--- config.mk ---
export PLATFORM = sky130hd
export DESIGN_NAME = param_serializer
export DESIGN_NICKNAME = d
export VERILOG_FILES = /design/src/rtl/param_serializer.sv
export SDC_FILE = /design/constraint.sdc
export NUM_CORES = 1
export LEC_CHECK = 0
export CAP_MARGIN = 20
export CORE_MARGIN = 2
export CORE_UTILIZATION = 30
export CTS_CLUSTER_DIAMETER = 120
export DETAILED_ROUTE_END_ITERATION = 16
export PLACE_DENSITY_LB_ADDON = 0.3
export SLEW_MARGIN = 5
export SYNTH_ARGS = -nofsm -noshare
export SYNTH_HDL_FRONTEND = slang
export SYNTH_SLANG_ARGS = --single-unit
--- constraint.sdc ---
create_clock -name clk_i -period 2.4 [get_ports clk_i]
set_input_delay 0.48 -clock clk_i [delete_from_list [all_inputs] [get_ports clk_i]]
set_output_delay 0.48 -clock clk_i [all_outputs]
set_load 0.03 [all_outputs]
--- src/rtl/param_serializer.sv ---
// Parametrised parallel-to-serial converter with ready handshake and length field.
// Optional zero-bubble back-to-back operation when SER_PRELOAD_EN is defined.
module param_serializer #(
  parameter int unsigned DATA_W    = 16,
  parameter int unsigned LEN_W     = $clog2(DATA_W),
  parameter int unsigned MIN_LEN   = 3,
  parameter bit          MSB_FIRST = 1'b1
) (
  input  logic              clk_i,
  input  logic              srst_i,
  input  logic [DATA_W-1:0] data_i,
  input  logic [LEN_W-1:0]  data_mod_i,
  input  logic              data_val_i,
  output logic              ready_o,
  output logic              ser_data_o,
  output logic              ser_data_val_o,
  output logic              busy_o
);

  typedef enum logic {
    ST_IDLE  = 1'b0,
    ST_SHIFT = 1'b1
  } state_e;

  state_e              state_q, state_d;
  logic [DATA_W-1:0]   shreg_q, shreg_d;
  logic [LEN_W-1:0]    cnt_q, cnt_d;
  logic                ser_data_q, ser_data_d;
  logic                ser_val_q, ser_val_d;
  logic                busy_q, busy_d;

  logic [LEN_W:0]      len_c;
  logic                len_ok_c;
  logic                last_c;
  logic                load_c;
  logic                first_bit_c;
  logic [DATA_W-1:0]   rest_c;
  logic                next_bit_c;
  logic [DATA_W-1:0]   shifted_c;

  // Effective length: a zero length field selects the full word.
  always_comb begin
    len_c    = (data_mod_i == '0) ? (LEN_W+1)'(DATA_W) : {1'b0, data_mod_i};
    len_ok_c = (len_c >= (LEN_W+1)'(MIN_LEN));
  end

  assign last_c = (state_q == ST_SHIFT) && (cnt_q == '0);

`ifdef SER_PRELOAD_EN
  assign ready_o = (state_q == ST_IDLE) || last_c;
`else
  assign ready_o = (state_q == ST_IDLE);
`endif

  assign load_c = data_val_i && ready_o && len_ok_c;

  // Bit-order selection for the first bit of a new word and for the running shift.
  always_comb begin
    if (MSB_FIRST) begin
      first_bit_c = data_i[DATA_W-1];
      rest_c      = data_i << 1;
      next_bit_c  = shreg_q[DATA_W-1];
      shifted_c   = shreg_q << 1;
    end else begin
      first_bit_c = data_i[0];
      rest_c      = data_i >> 1;
      next_bit_c  = shreg_q[0];
      shifted_c   = shreg_q >> 1;
    end
  end

  always_comb begin
    state_d    = state_q;
    shreg_d    = shreg_q;
    cnt_d      = cnt_q;
    ser_data_d = 1'b0;
    ser_val_d  = 1'b0;
    busy_d     = 1'b0;
    case (state_q)
      ST_IDLE: begin
        if (load_c) begin
          state_d    = ST_SHIFT;
          shreg_d    = rest_c;
          cnt_d      = LEN_W'(len_c - (LEN_W+1)'(1));
          ser_data_d = first_bit_c;
          ser_val_d  = 1'b1;
          busy_d     = 1'b1;
        end
      end
      ST_SHIFT: begin
        if (load_c) begin
          // Preload on the last-bit cycle keeps the stream contiguous.
          shreg_d    = rest_c;
          cnt_d      = LEN_W'(len_c - (LEN_W+1)'(1));
          ser_data_d = first_bit_c;
          ser_val_d  = 1'b1;
          busy_d     = 1'b1;
        end else if (last_c) begin
          state_d = ST_IDLE;
        end else begin
          shreg_d    = shifted_c;
          cnt_d      = cnt_q - LEN_W'(1);
          ser_data_d = next_bit_c;
          ser_val_d  = 1'b1;
          busy_d     = 1'b1;
        end
      end
      default: state_d = ST_IDLE;
    endcase
  end

  always_ff @(posedge clk_i) begin
    if (srst_i) begin
      state_q    <= ST_IDLE;
      shreg_q    <= '0;
      cnt_q      <= '0;
      ser_data_q <= 1'b0;
      ser_val_q  <= 1'b0;
      busy_q     <= 1'b0;
    end else begin
      state_q    <= state_d;
      shreg_q    <= shreg_d;
      cnt_q      <= cnt_d;
      ser_data_q <= ser_data_d;
      ser_val_q  <= ser_val_d;
      busy_q     <= busy_d;
    end
  end

  assign ser_data_o     = ser_data_q;
  assign ser_data_val_o = ser_val_q;
  assign busy_o         = busy_q;

endmodule

**Word level (Yosys, flattened, before mapping)**

Cells that the tools add are included.

- Input bits: 23
- Output and inout bits: 4
- Word-level logic and storage cells: 33
- Register bits after elaboration: 22

- Add/sub/neg operators: 2
- Muxes and demuxes: 17
- Equality and inequality tests: 2
- Bitwise operators: 1
- Reductions and logical operators: 6
- Magnitude comparators: 1

Operators by type and width:

| operator | number |
|---|---|
| $mux W16 | 3 |
| $pmux W16 S2 | 1 |
| $mux W4 | 3 |
| $logic_not A4 Y1 | 2 |
| $pmux W4 S2 | 1 |
| $sub A4 B1 Y4 const B | 2 |
| $mux W1 | 6 |
| $ge A5 B2 Y1 const B | 1 |
| $mux W5 | 1 |
| $pmux W1 S2 | 2 |
| $logic_and A1 B1 Y1 | 3 |
| $ne A3 B2 Y1 const B | 1 |
| $ne A2 B1 Y1 const B | 1 |
| $reduce_and A2 Y1 | 1 |
| $not A1 Y1 | 1 |

**Logic depth before layout (Yosys ltp)**

- Depth in word-level cells: 6
- Gate-level depth with buffers: 8
- Mapped depth without buffers: 6

**Least setup slack after synthesis**

No wires, ideal clock.

- Path kind: input to register
- From: in data_mod_i[0]
- To: reg cnt_q[0]
- Buffers on the path: 2
- Data arrival time: 1.932 ns
- Slack: 0.331 ns
- Stages on the path: 8
- Library setup time: 0.137 ns
- Data required time: 2.263 ns
- Path through: inv_1 -> ha_1 -> or4_4 -> o21a_1 -> buf_6 -> buf_8 -> a22oi_2 -> a21oi_1

- Cells in the longest elaborated chain, start to end: 6
- Elaborated cells between the ends (all ways): 11
- Classes of those cells: add/sub (1); order compare (1); eq/ne (2); mux (4); reduce/logical (3)

RTL lines:

| element | RTL line | text |
|---|---|---|
| from (decl) | 12 | `input logic [LEN_W-1:0] data_mod_i,` |
| $logic_not A4 Y1 | 43 | `len_c = (data_mod_i == '0) ? (LEN_W+1)'(DATA_W) : {1'b0, data_mod_i};` |
| $mux W5 * | 43 |  |
| $ge A5 B2 Y1 | 44 | `len_ok_c = (len_c >= (LEN_W+1)'(MIN_LEN));` |
| $logic_and A1 B1 Y1 | 55 | `assign load_c = data_val_i && ready_o && len_ok_c;` |
| $ne A3 B2 Y1 (no source line), or another cell as far along | - |  |
| $reduce_and A2 Y1 (no source line) or $pmux W4 S2 (tied branches) | - |  |
| to (signal assigned) | 123 | `cnt_q <= cnt_d;` |
| to (decl) | 27 | `logic [LEN_W-1:0] cnt_q, cnt_d;` |

Mark *: on every way between the ends. The rest lies on a longest branch, timed or not. The select of a mux whose other input is x is not followed.
A chain may end at the register's enable or synchronous reset.

**Worst setup path after layout**

- From: in data_mod_i[0]
- To: reg shreg_q[10]

- Cells in the longest elaborated chain, start to end: 6
- Elaborated cells between the ends (all ways): 9
- Classes of those cells: order compare (1); eq/ne (2); mux (3); reduce/logical (3)

RTL lines:

| element | RTL line | text |
|---|---|---|
| $logic_not A4 Y1 | 43 |  |
| $mux W5 * | 43 |  |
| $ge A5 B2 Y1 * | 44 |  |
| $logic_and A1 B1 Y1 * | 55 |  |
| $ne A3 B2 Y1 (no source line), or another cell as far along | - |  |
| $reduce_and A2 Y1 (no source line) or $pmux W16 S2 (tied branches) | - |  |
| to (signal assigned) | 122 | `shreg_q <= shreg_d;` |
| to (decl) | 26 | `logic [DATA_W-1:0] shreg_q, shreg_d;` |

Mark *: on every way between the ends. The rest lies on a longest branch, timed or not.

==> results.md <==
* Status: complete, no violations
* Fraction of registers with async set/reset at 0
* Layout area overhead at 31.9%
* Synth top area share at 0.332
* Unique masters post-synth at 35
* Router iterations before antenna repair at 4
* Drt initial violations at 51
* Most frequent cell after synthesis: dfxtp_1
* Root buf cell: clkbuf_8
* Power Total at 1.00 mW
* Post-CTS setup buffer count at 0
* Hold Crit Depth at 2
* Initial Util at 0.315
* FP Rows at 23
* Syn Inst Count at 125
* Pre-CTS setup slack at -0.238 ns
* Drc violations at 0
* Clock Skews at about 0.0043 ns
* I/O Pins at 27
* Cell Area, Synth at approximately 1300 sq um
* Number of global-route vias before repair at 1,051
* Detailed Route WL at 2770 microns
* Largest net degree at the start of global routing at 22
* TritonCTS clock tree: built
* Clock slew at reported path FFs at about 0.080 ns
* Clock latency at the later pin of the worst-skew pair at 0.25 ns
* Cell Chain, Critical Path: clkdlybuf4s50_1, inv_1, ha_2, or4_4, buf_4, o21ai_4, nand2_8, a211oi_1
* CTS Sinks at 21
* Top delay family on crit path: buffers and inverters
* YS warnings at 0
* Top FF cell, synth: dfxtp_1
* Clk buf depth at 2
* Vias at 1,010
* Final WS setup at about 0.09 ns
* Post-synth top cells: 21 x dfxtp_1, 15 x mux2i_1, 10 x a211oi_2
* Max_cap viols at 0
* Crit-path slowest cell: or4_4
* Slew headroom at 0.777
* Post-DR wirelength/cell at ~14 microns
* Max Clock Freq at between 400 and 500 MHz
* Max Slew Vio Count at 0
* First-pass GRT wire length at 4650 microns
* Die footprint at 4760 sq um
* H-tree level count at 1
* #FFs+latches synth at 21
* Seq/Total Area, Yosys at 0.332
* Post-DRT Antenna Nets at 0
* Max stage delay on crit path at 0.53 ns
* Buf/Inv on CP at 3
* Cts bufs inserted at 3
* Tmin final at 2.31 ns
* Worst Path Arrival at 2.48 ns
* Register-to-Register Path Depth at 6
* Final period utilization at 0.962
* Actual slew at the worst max-slew pin at 0.334 ns
* Peak supply drop at between 0.2 and 0.3 mV
* CP Depth at 8
* # diodes at 0
* Leading area contributor after synthesis: dfxtp_1
* Critical path class: in -> reg
* Core area at between 4000 and 5000 sq um
* Post-synth EDFFs at 0
* DP Wirelength at 2030 microns
* Initial antenna violation count at 0
* Die width at 69 microns
* GR Util All Layers at 0.117
* Layout Nets at 184
* Worst path required time at 2.57 ns
* Vias/cell at 4.93
* IO Port Bufs at 26
* Syn Nets at about 150
* Leak at about 0.61 nW
* Endpoints failing hold at 0
* Endpoints failing setup at 0
* Chip height at 69 microns
* Share of layout cells above drive strength 1 at 0.265
* CP Max Fanout at 14
* Grt total ovfl at 0
* Synthesized area per cell at 10.1 sq um
* Placer Congestion at 0.762
* PwrDens at about 600 nW/um^2
* Worst Setup End Kind: flip-flop
* Top cells by area, synth: dfxtp_1 33%, mux2i_1 12%, a211oi_2 9.9%
* Worst hold path type: reg -> reg
* Startpoint Class: primary input
## area by class of cell
class | count | area, sq um
Fill cell | 401 | 2360
Multi-Input combinational cell | 88 | 768
Sequential cell | 21 | 420
Timing Repair Buffer | 36 | 352
Tap cell | 50 | 62.6
Clock buffer | 3 | 41.3
Inverter | 6 | 22.5
Clock inverter | 1 | 5.00
## layout by cell type (no fill, tap or decap), types with 2 or more instances in the layout
cell type,netlist,routed
a211oi_2,10,11
nand2_1,3,3
o21a_1,2,2
o21ai_4,2,2
mux2i_1,15,15
clkdlybuf4s50_1,0,26
nor3_1,9,9
ha_1,5,4
nor2_1,4,4
buf_4,1,8
clkbuf_8,0,3
a21oi_1,6,6
dfxtp_1,21,21
nor3_2,6,6
inv_1,6,6
nand3_1,5,5
a22oi_2,2,2
a211oi_1,4,3
## logic make-up after synthesis
| logic type | after synthesis | share of synthesized area |
|---|---|---|
| adders and majority gates | 5 | 0.0494 |
| DFF | 21 | 0.332 |
| muxes | 16 | 0.127 |
| and+or+nand+nor | 32 | 0.156 |
| buffers and inverters | 16 | 0.0750 |
| AOI/OAI and AO/OA | 33 | 0.247 |
| xor gates and xnor gates | 2 | 0.0138 |
## metrics by stage
stage,instances,cell area [sq um],util,hold slack [ns],setup TNS [ns]
finish,205,1670,0.415,0.506,0
floorplan,125,1270,-,0.448,0
detailed placement,201,1610,0.398,0.491,-3.60
global route,205,1670,0.415,0.530,-0.0233
global placement,201,1610,0.398,0.493,-2.59
CTS,205,1650,0.410,0.506,0
## registers in the layout (all words and copies together) (netlist names)
| signal | count |
|---|---|
| ser_data_o | 1 |
| busy_o | 1 |
| shreg_q | 15 |
| cnt_q | 4 |
## timing repair
action / CTS / global route
gates resized for setup: 0 / 5
endpoints found under the setup margin: 0 / 7
hold buffers: 0 / 0
## worst register-to-register path: cells and delay by family, from the launching register on
| family | cells | cell delay (ns) |
|---|---|---|
| simple gates | 1 | 0.26 |
| buf+inv | 2 | 0.40 |
| flops | 1 | 0.34 |
| compound gates | 3 | 0.59 |
## power by group
part / leakage [nW] / total (mW) / internal [mW] / switching [mW]
sequential: 0.174 / 0.425 / 0.394 / 0.0311
combinational: 0.408 / 0.346 / 0.171 / 0.175
clock: 0.0255 / 0.232 / 0.115 / 0.117
## routing by layer
| layer | routed length [microns] | track usage | vias up |
|---|---|---|---|
| li1 | - | - | 514 |
| met2 | 1480 | 0.230 | 22 |
| met3 | 100 | 0.0205 | 2 |
| met4 | 19 | 0.0261 | 0 |
| met1 | 1180 | 0.128 | 472 |
| met5 | 0 | 0 | - |
## worst paths after layout
kind                               startpoint          end  slack (ns)
worst max-delay path            data_mod_i[0]  shreg_q[10]        0.09
worst min-delay path               shreg_q[1]   shreg_q[1]        0.51
worst max register to register         busy_o     cnt_q[3]        0.73
worst min register to register     shreg_q[1]   shreg_q[1]        0.51
No activity file was read; power rests on OpenSTA's default activity.
